$ cat config.mk
export PLATFORM = sky130hd
export DESIGN_NAME = vga_pixel_timing
export DESIGN_NICKNAME = d
export VERILOG_FILES = /design/src/rtl/vga_pixel_timing.sv
export SDC_FILE = /design/constraint.sdc
export NUM_CORES = 1
export LEC_CHECK = 0
export ABC_AREA = 1
export BUFFER_PORTS_ARGS = -buffer_cell sky130_fd_sc_hd__buf_2
export CAP_MARGIN = 30
export CORE_AREA = 8 8 81 83
export DETAILED_ROUTE_END_ITERATION = 16
export DIE_AREA = 0 0 89 91
export PLACE_DENSITY = 0.58
export SLEW_MARGIN = 20
export SYNTH_ARGS = -nofsm -noshare
export SYNTH_HDL_FRONTEND = slang
export SYNTH_SLANG_ARGS = --single-unit
$ cat constraint.sdc
create_clock -name clk -period 1.8 [get_ports clk]
set_input_delay 0.27 -clock clk [delete_from_list [all_inputs] [get_ports clk]]
set_output_delay 0.27 -clock clk [all_outputs]
set_load 0.02 [all_outputs]
$ cat src/rtl/vga_pixel_timing.sv
// VGA raster timing generator: pixel-rate divider, X/Y scan counters and
// registered sync/blank/frame strobes aligned with the coordinates they describe.
module vga_pixel_timing #(
    parameter int unsigned CLK_DIV  = 2,
    parameter int unsigned H_ACTIVE = 640,
    parameter int unsigned H_FP     = 16,
    parameter int unsigned H_SYNC   = 96,
    parameter int unsigned H_BP     = 48,
    parameter int unsigned V_ACTIVE = 480,
    parameter int unsigned V_FP     = 10,
    parameter int unsigned V_SYNC   = 2,
    parameter int unsigned V_BP     = 33
) (
    input  logic        clk,
    input  logic        resetN,
    output logic [10:0] pixelX,
    output logic [10:0] pixelY,
    output logic        pixelTick,
    output logic        blankN,
    output logic        hsync,
    output logic        vsync,
    output logic        startOfFrame
);

    localparam int unsigned H_TOTAL = H_ACTIVE + H_FP + H_SYNC + H_BP;
    localparam int unsigned V_TOTAL = V_ACTIVE + V_FP + V_SYNC + V_BP;
    localparam int unsigned DIV_W   = (CLK_DIV > 1) ? $clog2(CLK_DIV) : 1;

    localparam logic [DIV_W-1:0] DIV_LAST = DIV_W'(CLK_DIV - 1);
    localparam logic [10:0] H_LAST   = 11'(H_TOTAL - 1);
    localparam logic [10:0] V_LAST   = 11'(V_TOTAL - 1);
    localparam logic [10:0] H_VIS    = 11'(H_ACTIVE);
    localparam logic [10:0] V_VIS    = 11'(V_ACTIVE);
    localparam logic [10:0] HS_START = 11'(H_ACTIVE + H_FP);
    localparam logic [10:0] HS_END   = 11'(H_ACTIVE + H_FP + H_SYNC);
    localparam logic [10:0] VS_START = 11'(V_ACTIVE + V_FP);
    localparam logic [10:0] VS_END   = 11'(V_ACTIVE + V_FP + V_SYNC);

    logic [DIV_W-1:0] divCnt;
    logic [DIV_W-1:0] divNext;
    logic [10:0]      xNext;
    logic [10:0]      yNext;
    logic             tickNext;
    logic             sofNext;

    always_comb begin
        divNext  = (divCnt == DIV_LAST) ? '0 : divCnt + DIV_W'(1);
        tickNext = (divNext == DIV_LAST);
        xNext    = pixelX;
        yNext    = pixelY;
        sofNext  = 1'b0;
        if (pixelTick) begin
            if (pixelX == H_LAST) begin
                xNext = '0;
                if (pixelY == V_LAST) begin
                    yNext   = '0;
                    sofNext = 1'b1;
                end else begin
                    yNext = pixelY + 11'd1;
                end
            end else begin
                xNext = pixelX + 11'd1;
            end
        end
    end

    // Decode from the next coordinates so strobes line up with pixelX/pixelY.
    always_ff @(posedge clk) begin
        if (resetN) begin
            divCnt       <= '0;
            pixelX       <= '0;
            pixelY       <= '0;
            pixelTick    <= 1'b0;
            blankN       <= 1'b1;
            hsync        <= 1'b1;
            vsync        <= 1'b1;
            startOfFrame <= 1'b0;
        end else begin
            divCnt       <= divNext;
            pixelX       <= xNext;
            pixelY       <= yNext;
            pixelTick    <= tickNext;
            blankN       <= (xNext < H_VIS) && (yNext < V_VIS);
            hsync        <= !((xNext >= HS_START) && (xNext < HS_END));
            vsync        <= !((yNext >= VS_START) && (yNext < VS_END));
            startOfFrame <= sofNext;
        end
    end

endmodule

-- Word level (Yosys, flattened, before mapping)
Index checks and enable logic that the tools add are counted.
- flip-flop bits (word level): 27
- ROM bits: 0
- output and inout port bits: 27
- memories: 0
- RAM bits: 0
- bits of input ports: 2
- latch bits: 0
- shifts and indexed selects: 0
- divide/modulo/power cells: 0
- $mul: 0
- bitwise gates (word level): 2
- mux-type cells: 6
- equal/unequal tests: 2
- magnitude comparators: 6
- add/sub/neg operators: 3
- reductions and logical operators: 7
- operator list (cell ; count):
    two-way mux 11 bit ; 5
    adder 11 x 1 -> 11 bit, second input constant ; 2
    == test 11 x 10 -> 1 bit, second input constant ; 2
    less-than comparator 11 x 10 -> 1 bit, second input constant ; 2
    less-than comparator 11 x 9 -> 1 bit, second input constant ; 2
    greater-or-equal comparator 11 x 10 -> 1 bit, second input constant ; 1
    greater-or-equal comparator 11 x 9 -> 1 bit, second input constant ; 1
    logical AND 1 bit ; 3
    OR reduction 3 bit ; 1
    logical NOT 1 bit ; 2
    NOT 1 bit ; 2
    OR reduction 2 bit ; 1
    adder 1 bit, second input constant ; 1
    two-way mux 1 bit ; 1

-- Depth between registers and ports, before layout
- depth after elaboration: 7
- gate-level depth with buffers: 14

-- Worst setup path before layout
OpenSTA, ideal clock, no wires.
- path type: register to register
- start: reg pixelX[0]
- end: reg blankN
- stages on the path, launching flop included: 12
- slack: 0.111 ns
- period minus slack after synthesis: 1.689 ns
- arrival: 1.575 ns
- setup time: 0.114 ns
- buffers on the path: 1
- cell sequence: dfxtp_1 ha_1 inv_1 nor2_4 nand4_2 buf_6 o21ai_2 nand2_1 nor2_1 nand2_1 nand3_1 nand2_1
- longest elaborated chain between the ends: 5
- ends and longest elaborated chain (item ; RTL line ; source):
    start, declared ; 16 ; output logic [10:0] pixelX,
    start signal, assigned ; 80 ; pixelX <= xNext;
    adder 11 x 1 -> 11 bit / == test 11 x 10 -> 1 bit (equally long branches) ; 62, 53 ;
    two-way mux 11 bit ; 53 ; if (pixelX == H_LAST) begin
    two-way mux 11 bit ; 52 ; if (pixelTick) begin
    less-than comparator 11 x 10 -> 1 bit / less-than comparator 11 x 9 -> 1 bit (equally long branches) ; 83 ; blankN <= (xNext < H_VIS) && (yNext < V_VIS);
    logical AND 1 bit * ; 83 ;
    end signal, assigned ; 83 ;
    end, declared ; 19 ; output logic blankN,
Mark *: on every way between the ends. The rest lies on a longest branch, timed or not.
A chain may end at the register's enable or synchronous reset.

-- Worst setup path in the final report
- start: reg pixelX[1]
- end: reg blankN
Same word-level chain as after synthesis.

==> flow_metrics.tcl <==
set metrics [dict create \
    place_inst 328 \
    grt_pass1_vias 1410 \
    grt-ovfl-total 0 \
    path_cells "ha_2 -> inv_1 -> nor2_4 -> nand4_4 -> buf_4 -> o21ai_2 -> nand2_1 -> nor2_2 -> nand2_1 -> nand3_1 -> nand2_1" \
    slowest_stage "dfxtp_2" \
    fillers 627 \
    rsz0062_at_grt "no" \
    rows 27 \
    synthFlopType "dfxtp_1" \
    syn_to_final_growth_pct 21.9 \
    finalSetupTns_ns 0 \
    grt_max_degree 19 \
    netlist_top_cells_count "48 x nand2_1, 39 x nor2_1, 30 x inv_1" \
    synth_edf_count 0 \
    via_per_inst 4.42 \
    die_width_um 89 \
    path_class "flip-flop to flip-flop" \
    ys_ff_latch 27 \
    crit_path_end_kind "flip-flop" \
    diodes 0 \
    drive_gt1_share_pct 26.4 \
    gp_congestion 0.911 \
    crit_buf_inv 2 \
    cts_hold_buf 0 \
    synth_top_area_cell "dfxtp_1" \
    die_height_um 91 \
    antenna_found_initial 0 \
    avgRoutedWirePerCell_um 11.7 \
    cts_tree "yes" \
    clock_latency_ns 0.28 \
    avgSynthCellArea_sq_um 6.71 \
    cts.clk_slew.worst_paths_ns 0.10 \
    crit_fanout 3 \
    ios 29 \
    period_share_pct 92.1 \
    cts_root_buf "clkbuf_8" \
    path_delay_family "simple AND/OR/NAND/NOR gates" \
    max_freq_mhz 603 \
    clock_path_buffers 2 \
    core_area_sq_um 5340 \
    p_leak_nw 0.820 \
    maxSlewHeadroom_pct 80.8 \
    die-area_sq_um 8100 \
    synth_nets 231 \
    final_cells 333 \
    synth_top_area_share_pct 35.6 \
    htree_levels 1 \
    synth_cells 226 \
    first_iter_violations 86 \
    r2r_setup_slack_ns 0.14 \
    wirelength_um 3890 \
    clock_sinks 27 \
    cts_buffers 3 \
    drv_cap 0 \
    syn-cell-area_sq_um 1520 \
    yosysMostFrequentCell "nand2_1" \
    ys_warn_count 0 \
    grt_pass1_wl_um 6450 \
    hp-class "input port to flip-flop" \
    drc 0 \
    synthTopCellsByArea "dfxtp_1 36%, nand2_1 12%, nor2_1 9.7%" \
    critical-path-max-stage-delay_ns 0.34 \
    numPortBuffers 28 \
    antenna_left 0 \
    dp_hpwl_um 3030 \
    start_util_pct 28.4 \
    finalNetCount 267 \
    cp.arrival_ns 1.84 \
    final_max_slew_viol_count 0 \
    worst_pin_slew_ns 0.287 \
    yosysSeqAreaShare_pct 35.6 \
    period_needed_ns 1.66 \
    cp-start-kind "flip-flop" \
    critPathRequiredTime_ns 1.98 \
    first_pass_iters 4 \
    synthArstFlopShare_pct 0 \
    status "finished, final reports clean" \
    vias 1472 \
    final.setup_skew_ns 0.00241 \
    vdd_drop_max_mv 0.238 \
    synth.distinct_cells 26 \
    setup_viol_count_final 0 \
    final_hold_viol_count 0 \
    grt.total_usage_pct 9.76 \
    crit_top_cell "nand2_1" \
    power.density_cell_area_nw_per_um2 551 \
]
==> worst reg2reg max path, cell delays in order (launching register included) <==
cell and delay [ns]:
dfxtp_2 0.34, ha_2 0.18, inv_1 0.06, nor2_4 0.13, nand4_4 0.14, buf_4 0.18, o21ai_2 0.11, nand2_1 0.09
nor2_2 0.08, nand2_1 0.09, nand3_1 0.10, nand2_1 0.05
==> cells in the final DEF, fill, tap and decap left out, drive strengths merged, types with 3 or more instances in the layout <==
| cell | netlist | layout |
|---|---|---|
| nor2 | 48 | 48 |
| nand2 | 51 | 51 |
| a21oi | 5 | 5 |
| dfxtp | 27 | 27 |
| o21ai | 7 | 7 |
| xor2 | 5 | 5 |
| inv | 32 | 32 |
| ha | 3 | 3 |
| clkbuf | 1 | 3 |
| nor3 | 8 | 8 |
| nand3 | 25 | 25 |
| nand4 | 8 | 8 |
| buf | 4 | 36 |
==> path summary, 6_finish.rpt <==
kind	cells past startpoint	endpoint	start
worst min register to register	2	pixelY[0]	pixelY[0]
worst max register to register	11	blankN	pixelX[1]
worst max-delay path	11	blankN	pixelX[1]
worst min-delay path	3	blankN	resetN
==> registers in the layout (all words and copies together), names as in the netlist <==
register      flops
pixelX           11
pixelY           11
blankN            1
divCnt            1
hsync             1
startOfFrame      1
vsync             1
==> cell type report <==
cell class              count  area [sq um]  share of cell area [%]
clock buffers               3          41.3                    2.23
flip-flops and latches     27           547                    29.6
inverters                  32           123                    6.64
well taps                  72          90.1                    4.87
repair buffers             36           200                    10.8
multi-input cells         162           842                    45.6
clock inverters             1          5.00                   0.271
==> per-stage QoR <==
stage	power [mW]	area, sq um	utilization (%)	setup slack (ns)	hold slack (ns)
after global routing	1.06	1850	34.6	0.00285	0.303
final	1.02	1850	34.6	0.141	0.256
after floorplan	0.651	1520	-	0.111	0.537
after global placement	0.670	1770	33.1	0.0525	0.505
after CTS	1.03	1810	34.0	0.0261	0.257
after detailed placement	0.671	1770	33.1	0.0489	0.514
==> routing by layer <==
metal	share of wire, %	vias to the layer above	track usage, %
met5	0	-	0
li1	-	782	-
met2	44	40	15.0
met4	1.3	0	4.02
met3	5.4	4	1.80
met1	49	646	12.9
==> timing repair <==
action | in CTS | in global routing
setup buffers | 0 | 1
resized for setup | 0 | 11
endpoints found under the setup margin | 0 | 2
hold endpoints to repair | 0 | 0
==> cell families (layout without fill, tap and decap cells) <==
logic type	Yosys count	in the layout	synth area share [%]
AO/OA/AOI/OAI	12	12	4.21
AND/OR/NAND/NOR	142	142	44.7
adder cells (fa/ha/maj)	3	3	2.48
XOR/XNOR	5	5	2.89
flip-flops	27	27	35.6
buffers and inverters	37	72	10.1
==> power by group <==
part           internal [mW]  total [mW]  switching [mW]
Combinational         0.0162      0.0491          0.0328
Clock                  0.156       0.360           0.205
Sequential             0.603       0.609         0.00618
Note: power is estimated with default switching activity, not from simulation.
